**config.mk**
```make
export PLATFORM = sky130hd
export DESIGN_NAME = double_to_float
export DESIGN_NICKNAME = d
export VERILOG_FILES = /design/src/rtl/ieee_fp_pkg.sv /design/src/rtl/float_round_pack.sv /design/src/rtl/double_to_float.sv
export SDC_FILE = /design/constraint.sdc
export NUM_CORES = 1
export LEC_CHECK = 0
export BUFFER_PORTS_ARGS = -buffer_cell sky130_fd_sc_hd__buf_4
export CORE_MARGIN = 3
export CORE_UTILIZATION = 50
export DETAILED_ROUTE_END_ITERATION = 6
export GPL_TIMING_DRIVEN = 1
export PLACE_DENSITY = 0.8
export SYNTH_ARGS = -nofsm -noshare
export SYNTH_HDL_FRONTEND = slang
export SYNTH_SLANG_ARGS = --single-unit
```
**constraint.sdc**
```tcl
create_clock -name clk -period 9 [get_ports clk]
set_clock_uncertainty 0.05 [all_clocks]
set_input_delay 0.45 -clock clk [delete_from_list [all_inputs] [get_ports clk]]
set_output_delay 0.45 -clock clk [all_outputs]
set_load 0.03 [all_outputs]
```
**src/rtl/ieee_fp_pkg.sv**
```systemverilog
// ---------------------------------------------------------------------------
// ieee_fp_pkg : shared IEEE-754 field widths, biases and converter state codes
// Rev 1.0
// ---------------------------------------------------------------------------
`default_nettype none

package ieee_fp_pkg;

  localparam int D_EXP_W  = 11;
  localparam int D_MANT_W = 52;
  localparam int F_EXP_W  = 8;
  localparam int F_MANT_W = 23;

  localparam int D_BIAS = 1023;
  localparam int F_BIAS = 127;
  localparam int F_EMIN = -126;

  // Unbiased exponent width; holds every double exponent plus rounding carry.
  localparam int E_W = 12;

  localparam logic [31:0] F_QNAN = 32'h7FC00000;

  typedef enum logic [2:0] {
    ST_GET_A  = 3'd0,
    ST_UNPACK = 3'd1,
    ST_DENORM = 3'd2,
    ST_ROUND  = 3'd3,
    ST_PACK   = 3'd4,
    ST_PUT_Z  = 3'd5
  } d2f_state_e;

  function automatic logic [31:0] f_inf(input logic s);
    return {s, {F_EXP_W{1'b1}}, {F_MANT_W{1'b0}}};
  endfunction

  function automatic logic [31:0] f_zero(input logic s);
    return {s, {(F_EXP_W + F_MANT_W){1'b0}}};
  endfunction

endpackage

`default_nettype wire

```
**src/rtl/float_round_pack.sv**
```systemverilog
// ---------------------------------------------------------------------------
// float_round_pack : RNE increment, carry renormalise, overflow and field pack
// Rev 1.0
// ---------------------------------------------------------------------------
`default_nettype none

module float_round_pack
  import ieee_fp_pkg::*;
(
  input  logic                  sign_i,
  input  logic signed [E_W-1:0] exp_i,
  input  logic [F_MANT_W:0]     mant_i,
  input  logic                  guard_i,
  input  logic                  round_i,
  input  logic                  sticky_i,
  output logic [F_MANT_W:0]     mant_o,
  output logic signed [E_W-1:0] exp_o,
  output logic [31:0]           z_o
);

  localparam logic signed [E_W-1:0] E_MAX = E_W'(F_BIAS);

  logic                  inc;
  logic [F_MANT_W+1:0]   sum;
  logic [F_EXP_W-1:0]    exp_field;

  always_comb begin
    inc    = guard_i & (round_i | sticky_i | mant_i[0]);
    sum    = {1'b0, mant_i} + {{(F_MANT_W + 1){1'b0}}, inc};
    mant_o = sum[F_MANT_W:0];
    exp_o  = exp_i;
    if (sum[F_MANT_W+1]) begin
      mant_o = {1'b1, {F_MANT_W{1'b0}}};
      exp_o  = exp_i + E_W'(1);
    end

    // Only meaningful when exp_o lies in the normal range, where it cannot wrap.
    exp_field = exp_o[F_EXP_W-1:0] + F_EXP_W'(F_BIAS);

    if (exp_o > E_MAX) begin
      z_o = f_inf(sign_i);
    end else if (!mant_o[F_MANT_W]) begin
      z_o = {sign_i, {F_EXP_W{1'b0}}, mant_o[F_MANT_W-1:0]};
    end else begin
      z_o = {sign_i, exp_field, mant_o[F_MANT_W-1:0]};
    end
  end

endmodule

`default_nettype wire

```
**src/rtl/double_to_float.sv**
```systemverilog
// ---------------------------------------------------------------------------
// double_to_float : IEEE-754 double to single, RNE, on stb/ack operand links
// Rev 1.0
// ---------------------------------------------------------------------------
`default_nettype none

module double_to_float
  import ieee_fp_pkg::*;
#(
  parameter logic [31:0] QNAN         = F_QNAN,
  parameter bit          FLUSH_DENORM = 1'b0
) (
  input  logic        clk,
  input  logic        rst_n,
  input  logic [63:0] input_a,
  input  logic        input_a_stb,
  output logic        input_a_ack,
  output logic [31:0] output_z,
  output logic        output_z_stb,
  input  logic        output_z_ack
);

  localparam logic signed [E_W-1:0] E_MAX  = E_W'(F_BIAS);
  localparam logic signed [E_W-1:0] E_MIN  = E_W'(F_EMIN);
  localparam logic signed [E_W-1:0] E_TINY = E_W'(F_EMIN - F_MANT_W - 1);
  localparam logic signed [E_W-1:0] E_DOFF = E_W'(D_BIAS);

  d2f_state_e            state_q, state_d;
  logic [63:0]           a_q, a_d;
  logic                  s_q, s_d;
  logic signed [E_W-1:0] e_q, e_d;
  logic [F_MANT_W:0]     m_q, m_d;
  logic                  g_q, g_d;
  logic                  r_q, r_d;
  logic                  st_q, st_d;
  logic [31:0]           z_q, z_d;
  logic                  ack_q, ack_d;
  logic                  stb_q, stb_d;

  logic [D_EXP_W-1:0]    a_exp;
  logic [D_MANT_W-1:0]   a_mant;
  logic signed [E_W-1:0] a_e;

  logic [F_MANT_W:0]     rp_mant;
  logic signed [E_W-1:0] rp_exp;
  logic [31:0]           rp_z;

  assign a_exp  = a_q[D_EXP_W+D_MANT_W-1:D_MANT_W];
  assign a_mant = a_q[D_MANT_W-1:0];
  assign a_e    = $signed({1'b0, a_exp}) - E_DOFF;

  float_round_pack u_round_pack (
    .sign_i   (s_q),
    .exp_i    (e_q),
    .mant_i   (m_q),
    .guard_i  (g_q),
    .round_i  (r_q),
    .sticky_i (st_q),
    .mant_o   (rp_mant),
    .exp_o    (rp_exp),
    .z_o      (rp_z)
  );

  always_comb begin
    state_d = state_q;
    a_d     = a_q;
    s_d     = s_q;
    e_d     = e_q;
    m_d     = m_q;
    g_d     = g_q;
    r_d     = r_q;
    st_d    = st_q;
    z_d     = z_q;
    ack_d   = 1'b0;

    unique case (state_q)
      ST_GET_A: begin
        ack_d = 1'b1;
        if (input_a_stb && ack_q) begin
          a_d     = input_a;
          ack_d   = 1'b0;
          state_d = ST_UNPACK;
        end
      end

      ST_UNPACK: begin
        s_d     = a_q[63];
        e_d     = a_e;
        m_d     = {1'b1, a_mant[D_MANT_W-1:D_MANT_W-F_MANT_W]};
        g_d     = a_mant[D_MANT_W-F_MANT_W-1];
        r_d     = a_mant[D_MANT_W-F_MANT_W-2];
        st_d    = |a_mant[D_MANT_W-F_MANT_W-3:0];
        state_d = ST_DENORM;
        // Specials bypass the rounding datapath and go straight to the output.
        if (a_exp == {D_EXP_W{1'b1}}) begin
          z_d     = (a_mant != '0) ? QNAN : f_inf(a_q[63]);
          state_d = ST_PUT_Z;
        end else if (a_exp == '0) begin
          z_d     = f_zero(a_q[63]);
          state_d = ST_PUT_Z;
        end else if (a_e > E_MAX) begin
          z_d     = f_inf(a_q[63]);
          state_d = ST_PUT_Z;
        end else if (a_e < E_TINY || (FLUSH_DENORM && a_e < E_MIN)) begin
          z_d     = f_zero(a_q[63]);
          state_d = ST_PUT_Z;
        end
      end

      ST_DENORM: begin
        if (e_q < E_MIN) begin
          st_d = st_q | r_q;
          r_d  = g_q;
          g_d  = m_q[0];
          m_d  = m_q >> 1;
          e_d  = e_q + E_W'(1);
        end else begin
          state_d = ST_ROUND;
        end
      end

      ST_ROUND: begin
        m_d     = rp_mant;
        e_d     = rp_exp;
        g_d     = 1'b0;
        r_d     = 1'b0;
        st_d    = 1'b0;
        state_d = ST_PACK;
      end

      ST_PACK: begin
        // Round bits are clear now, so the sub-module only packs the fields.
        z_d     = rp_z;
        state_d = ST_PUT_Z;
      end

      ST_PUT_Z: begin
        if (output_z_ack) begin
          state_d = ST_GET_A;
        end
      end

      default: begin
        state_d = ST_GET_A;
      end
    endcase
  end

  assign stb_d = (state_d == ST_PUT_Z);

  always_ff @(posedge clk) begin
    if (!rst_n) begin
      state_q <= ST_GET_A;
      a_q     <= '0;
      s_q     <= 1'b0;
      e_q     <= '0;
      m_q     <= '0;
      g_q     <= 1'b0;
      r_q     <= 1'b0;
      st_q    <= 1'b0;
      z_q     <= '0;
      ack_q   <= 1'b0;
      stb_q   <= 1'b0;
    end else begin
      state_q <= state_d;
      a_q     <= a_d;
      s_q     <= s_d;
      e_q     <= e_d;
      m_q     <= m_d;
      g_q     <= g_d;
      r_q     <= r_d;
      st_q    <= st_d;
      z_q     <= z_d;
      ack_q   <= ack_d;
      stb_q   <= stb_d;
    end
  end

  assign input_a_ack  = ack_q;
  assign output_z     = z_q;
  assign output_z_stb = stb_q;

endmodule

`default_nettype wire

```
Word level (Yosys, flattened, before mapping)
Cells that the tools add are included.
{"block": "word_totals", "elab_cells": 71, "output_inout_bits": 34, "input_bits": 68, "regBits": 141}
{"block": "classes", "eq_ne": 9, "reduce_logical": 11, "n_bitwise": 3, "order_cmp": 4, "mux": 29, "n_addsub": 4}
{"cell": "2-to-1 mux 32 bit", "n": 5}
{"cell": "one-hot mux 24 bit (3 select lines)", "n": 1}
{"cell": "one-hot mux 32 bit (2 select lines)", "n": 1}
{"cell": "2-to-1 mux 31 bit", "n": 2}
{"cell": "nonzero test 52 bit", "n": 1}
{"cell": "2-to-1 mux 24 bit", "n": 2}
{"cell": "one-hot mux 12 bit (3 select lines)", "n": 1}
{"cell": "OR reduction 27 bit", "n": 1}
{"cell": "adder 24 x 1 -> 25 bit", "n": 1}
{"cell": "greater-than comparator 12 x 8 -> 1 bit, second input constant", "n": 2}
{"cell": "2-to-1 mux 12 bit", "n": 2}
{"cell": "2-to-1 mux 3 bit", "n": 7}
{"cell": "one-hot mux 3 bit (6 select lines)", "n": 1}
{"cell": "adder 12 x 2 -> 12 bit, second input constant", "n": 1}
{"cell": "< comparator 12 x 8 -> 1 bit, second input constant", "n": 1}
{"cell": "< comparator 12 x 9 -> 1 bit, second input constant", "n": 1}
{"cell": "subtractor 11 x 10 -> 12 bit, second input constant", "n": 1}
{"cell": "== test 11 bit, second input constant", "n": 1}
{"cell": "logical NOT 11 bit", "n": 1}
{"cell": "== test 3 bit, second input constant", "n": 3}
{"cell": "one-hot mux 1 bit (3 select lines)", "n": 3}
{"cell": "adder 8 x 7 -> 8 bit, second input constant", "n": 1}
{"cell": "AND reduction 2 bit", "n": 4}
{"cell": "== test 3 x 2 -> 1 bit, second input constant", "n": 2}
{"cell": "10 further kinds", "n": 14}

Depth between registers and ports, before layout
{"block": "depth", "depth_word": 9, "ltp_mapped": 17, "mapped_depth_nobuf": 14}

Modules after synthesis
A second synthesis with hierarchy kept.
{"block": "unflattened", "cells_unflattened": 1034, "area_unflattened_um2": 7739.9}
{"module": "double_to_float", "cells_per_inst": 838, "n_inst": 1, "seq_area_each_um2": 2822.7, "area_per_inst_um2": 6477.5}
{"module": "float_round_pack", "cells_per_inst": 196, "n_inst": 1, "seq_area_each_um2": 0.0, "area_per_inst_um2": 1262.5}

Least setup slack after synthesis
OpenSTA, ideal clock, no wires.
{"block": "synth_path", "path_type": "register -> register", "start": "reg g_q", "end": "reg z_q[27] (netlist: output_z[27])", "t_required_ps": 8818, "arrival_time_ps": 2787, "n_path_buf": 3, "path_slack_ps": 6031, "stages_incl_launch_ff": 18, "synth_period_minus_slack_ps": 2969, "setup_time_ps": 132, "cell_sequence": "dfxtp_1 > and2_1 > ha_1 > and3_1 > buf_2 > and4_1 > buf_2 > nand2_1 > buf_2 > xnor2_1 > inv_1 > ha_1 > inv_1 > a211o_1 > a211oi_1 > xnor2_1 > a21oi_1 > nor3_1"}
{"block": "synth_via", "elab_chain_len": 7, "elab_cells_between_ends": 9, "cone_classes": "add/sub: 2; order compare: 1; mux: 5; bitwise: 1"}
{"item": "start, declared", "line_no": "double_to_float.sv:33", "rtl": "logic g_q, g_d;"}
{"item": "start signal, assigned", "line_no": "double_to_float.sv:170", "rtl": "g_q <= g_d;"}
{"item": "AND 1 bit (*)", "line_no": "float_round_pack.sv:28", "rtl": "inc = guard_i & (round_i | sticky_i | mant_i[0]);"}
{"item": "adder 24 x 1 -> 25 bit (*)", "line_no": "float_round_pack.sv:29", "rtl": "sum = {1'b0, mant_i} + {{(F_MANT_W + 1){1'b0}}, inc};"}
{"item": "2-to-1 mux 12 bit", "line_no": "float_round_pack.sv:32", "rtl": "if (sum[F_MANT_W+1]) begin"}
{"item": "adder 8 x 7 -> 8 bit", "line_no": "float_round_pack.sv:38", "rtl": "exp_field = exp_o[F_EXP_W-1:0] + F_EXP_W'(F_BIAS);"}
{"item": "2-to-1 mux 31 bit", "line_no": "float_round_pack.sv:42", "rtl": "end else if (!mant_o[F_MANT_W]) begin"}
{"item": "2-to-1 mux 31 bit (*)", "line_no": "float_round_pack.sv:40", "rtl": "if (exp_o > E_MAX) begin"}
{"item": "one-hot mux 32 bit (2 select lines) (*)", "line_no": "double_to_float.sv:76", "rtl": "unique case (state_q)"}
{"item": "end signal, assigned", "line_no": "double_to_float.sv:173", "rtl": "z_q <= z_d;"}
{"item": "end, declared", "line_no": "double_to_float.sv:36", "rtl": "logic [31:0] z_q, z_d;"}
Every way passes the cells marked *; elsewhere a longest branch is shown, timed or not.
A chain may end at the register's enable or synchronous reset.

Final worst setup path
Same ends and word-level chain as after synthesis.

==> Flow_metrics.wiki <==
{| class="wikitable"
! Metric !! Value
|-
| Slew headroom || 24.5%
|-
| Fraction of power spent switching nets || 30.9%
|-
| Combinational share of power || 19.1%
|-
| Peak-usage layer in the global routing report || met2
|-
| Slowest cell on the critical path || sky130_fd_sc_hd__nor2_1
|-
| Cells along the critical path || and2_1, ha_1, and3_1, nand4_1, nor2_1, mux2i_1, ha_1, inv_1, a211o_1, a211oi_1, xnor2_1, a21oi_1, nor3_1
|-
| Met1 track demand over resource in global routing || 34.4%
|-
| Die X || 128 um
|-
| Largest fanout on the critical path || 12
|-
| Number of cell instances on the worst register-to-register path || 13
|-
| Clock-pin slew of the registers on the worst-case setup and hold paths || 0.06 ns
|-
| Number of enable-type register cells in the synthesized netlist || 0
|-
| Final setup vio count || 0
|-
| Syn avg cell area || 7.60 um2
|-
| Path class of the lowest-slack min-delay path || input port to register
|-
| Number of vias in the routed layout || 7343
|-
| Global routing usage on met3 || 4.92%
|-
| NumNets Final || 1098
|-
| Post-detailed-route wirelength per cell || 16.4 um
|-
| Filler cells || 1323
|-
| Largest net degree at the start of global routing || 103
|-
| Post-Syn Area || 7450 um2
|-
| Sum of overflow across all layers after global routing || 0
|-
| Vias per inst || 6.03
|-
| Cell with the most instances on the worst path || sky130_fd_sc_hd__ha_1
|-
| Final-report max-slew violation count || 0
|-
| Crit path launch type || register
|-
| Root buffer cell || sky130_fd_sc_hd__clkbuf_16
|-
| Post-synthesis sequential element count || 141
|-
| Worst slew pin tran || 1.13 ns
|-
| RSZ-0062 raised after global routing || false
|-
| Share of final-layout standard cells stronger than drive strength 1 || 15.4%
|-
| Number of instances resized during post-cts repair || 0
|-
| Number of DRC violations after detailed-routing iteration 0 || 905
|-
| Residual antenna-violating net count after detailed routing || 0
|-
| Category of the critical setup timing path || register to register
|-
| Source of the critical timing path || g_q
|-
| Worst Setup EP || output_z[27]
|-
| Warnings, synthesis || 0
|-
| Die Y-Extent || 128 um
|-
| CTS Sinks || 141
|-
| Internal Pwr Total || 0.00123 W
|-
| Reported net switching power || 0.000553 W
|-
| Post-CTS setup-driven buffer insertion count || 0
|-
| CTS tree || yes
|-
| Final setup TNS || 0 ns
|-
| Critical path endpoint category || register
|-
| Count of final hold-check violations || 0
|-
| Die Footprint || 16400 um2
|-
| Fmax || 251 MHz
|-
| Standby leakage power || 3.12 nW
|-
| Library cells used by synthesis || 63
|-
| Seq pwr share || 41.4%
|-
| Part of the Yosys area used for sequential elements || 37.9%
|-
| Buffers added on ports || 101
|-
| Maximum clock insertion buffer count || 2
|-
| Overall power || 0.00179 W
|-
| Async SR Flop Fraction || 0%
|-
| Reg-to-reg critical path endpoint || output_z[27]
|-
| Post-synth top flop || sky130_fd_sc_hd__dfxtp_1
|-
| Clock latency on the worst-skew pair || 0.42 ns
|-
| CP Data Required Time || 9.21 ns
|-
| Fin util || 61.4%
|-
| Clock network power share || 39.5%
|-
| Count of pins on the block boundary || 102
|-
| Reg2Reg Setup Slack || 5.02 ns
|-
| Antenna diode instance count || 0
|-
| Number of search-and-repair iterations in the first detailed-routing pass || 6
|-
| Number of global-route vias before repair || 6514
|-
| Crit path DAT || 4.19 ns
|-
| Wire length of the first global-routing pass || 32.5 mm
|-
| Wire length after detailed routing || 20.0 mm
|-
| Area of all placed cells without fillers || 8720 um2
|-
| Beginning of the worst register-to-register path || g_q
|-
| Met2 usage || 37.1%
|-
| Estimated wirelength of the detail-placed design || 13.7 mm
|-
| Crit path time final || 3.98 ns
|-
| GRT Resource Usage Total || 24.3%
|-
| Initial core utilization || 52.5%
|-
| CP max stage delay || 0.81 ns
|-
| Routability Congestion || 0.947
|-
| Layout overhead on the synthesized area || 17.0%
|-
| FP Rows || 43
|-
| Cell area after placement || 8130 um2
|-
| Max-cap violations || 0
|-
| Result of the run || complete, no violations
|-
| Post-route DRC || 0
|-
| Number of clock buffers inserted by TritonCTS || 17
|-
| Synthesized net count || 1055
|-
| Post-Synthesis Cells || 981
|-
| Power density over cell area || 205 nW/um2
|-
| Peak VDD IR || 148 uV
|-
| Cts-stage hold buffer count || 0
|-
| Final period utilization || 44.2%
|-
| Core outline area || 14200 um2
|-
| Antenna violations before repair || 0
|-
| Total number of H-tree levels || 4
|}
[how the worst min path moves through the flow]
stage                              to   startpoint  cells after the start  slack, ns
after global routing          a_q[19]  input_a[19]                      3       0.21
after floorplan               a_q[16]      a_q[16]                      2       0.39
after detailed placement      a_q[10]      a_q[10]                      2       0.40
after global placement    output_z[6]  output_z[6]                      2       0.39
final                         a_q[47]  input_a[47]                      3       0.22
after CTS                     a_q[19]  input_a[19]                      3       0.21
[cell usage after synthesis, drive strengths merged (2+ instances only)]
| cell | count | share of area [%] |
|---|---|---|
| a22o | 7 | 0.82 |
| nor3 | 19 | 1.3 |
| o41ai | 2 | 0.24 |
| nand3b | 8 | 0.81 |
| o311ai | 9 | 1.1 |
| o21a | 4 | 0.40 |
| or2 | 5 | 0.42 |
| nor2 | 62 | 3.2 |
| or3 | 2 | 0.17 |
| nor3b | 17 | 1.7 |
| o211ai | 11 | 1.2 |
| xor2 | 20 | 2.3 |
| o211a | 3 | 0.40 |
| a32o | 4 | 0.54 |
| nor4 | 17 | 1.6 |
| nand3 | 32 | 2.2 |
| nand2 | 196 | 9.9 |
| and2 | 6 | 0.50 |
| clkbuf | 52 | 2.7 |
| nor2b | 3 | 0.25 |
| nand4 | 24 | 2.0 |
| and3 | 8 | 0.67 |
| and4 | 11 | 1.3 |
| nand2b | 7 | 0.59 |
| xnor2 | 21 | 2.5 |
| dfxtp | 141 | 38 |
| ha | 6 | 1.0 |
| nor4b | 2 | 0.24 |
| inv | 12 | 0.60 |
| buf | 33 | 2.5 |
| a211oi | 16 | 1.6 |
| a31oi | 8 | 0.67 |
| a221oi | 8 | 0.94 |
| or4 | 3 | 0.30 |
| a22oi | 10 | 1.0 |
| a21oi | 116 | 7.8 |
| a211o | 2 | 0.24 |
| o21ai | 53 | 3.7 |
| o31ai | 5 | 0.50 |
| mux2i | 5 | 0.67 |
[layer usage]
metal,share of wire [%],vias to the layer above
met1,45,3411
met4,1.6,0
met3,7.9,31
met5,0,-
met2,46,318
li1,-,3583
[area by class of cell]
class / instances / area (um2) / area share (%)
flip-flops and latches: 141 / 2820 / 32.4
well taps: 180 / 225 / 2.58
multi-input cells: 743 / 4220 / 48.4
inverters: 12 / 45.0 / 0.516
clock inverters: 13 / 151 / 1.74
clock buffers: 19 / 443 / 5.08
repair buffers: 109 / 818 / 9.38
[critical path: cells and delay by family, from the launching register on]
kind                       cells  cell delay (ns)
buffers and inverters          1             0.08
xor gates and xnor gates       1             0.11
DFF                            1             0.42
adders and majority gates      2             0.52
muxes                          1             0.41
AOI/OAI and AO/OA              3             0.65
and+or+nand+nor                5             1.58
[layout by cell type (no fill, tap or decap), drive strengths merged, types with 7 or more instances in the layout]
cell | netlist | routed
nand2 | 196 | 196
dfxtp | 141 | 141
a21oi | 116 | 116
buf | 33 | 109
nor2 | 62 | 62
o21ai | 53 | 53
nand3 | 32 | 32
nand4 | 24 | 24
xnor2 | 21 | 21
xor2 | 20 | 20
nor3 | 19 | 19
clkbuf | 52 | 19
inv | 12 | 18
nor3b | 17 | 17
nor4 | 17 | 17
a211oi | 16 | 16
and4 | 11 | 11
o211ai | 11 | 11
a22oi | 10 | 10
o311ai | 9 | 9
and3 | 8 | 8
a31oi | 8 | 8
a221oi | 8 | 8
nand3b | 8 | 8
nand2b | 7 | 7
a22o | 7 | 7
[logic make-up (layout without fill, tap and decap cells)]
family	after synthesis	after routing	share of synthesized area [%]
and+or+nand+nor	422	422	27.1
xor gates and xnor gates	41	41	4.82
DFF	141	141	37.9
adders and majority gates	6	6	1.01
buffers and inverters	97	153	5.76
AOI/OAI and AO/OA	269	269	22.8
muxes	5	5	0.671
[flip-flops by register name, summed over array words and instances, names as in the netlist]
register,flops
m_q,24
output_z_stb,1
e_q,12
s_q,1
a_q,64
input_a_ack,1
g_q,1
r_q,1
output_z,32
st_q,1
state_q,3
[through the flow]
stage | worst slack (ns) | cells | hold WS [ns]
floorplan | 6.03 | 981 | 0.386
global route | 4.83 | 1217 | 0.213
detailed placement | 5.12 | 1185 | 0.398
CTS | 5.13 | 1217 | 0.213
global placement | 5.36 | 1185 | 0.390
finish | 5.02 | 1217 | 0.222
[power groups by stage]
stage | registers [W] | clock network, W | logic, W
global route | 0.000748 | 0.000743 | 0.000379
detailed placement | 0.000751 | 0 | 0.000338
global placement | 0.000748 | 0 | 0.000334
finish | 0.000740 | 0.000706 | 0.000341
floorplan | 0.000736 | 0 | 0.000255
CTS | 0.000738 | 0.000714 | 0.000341
Power figures use the tool's default switching activity.
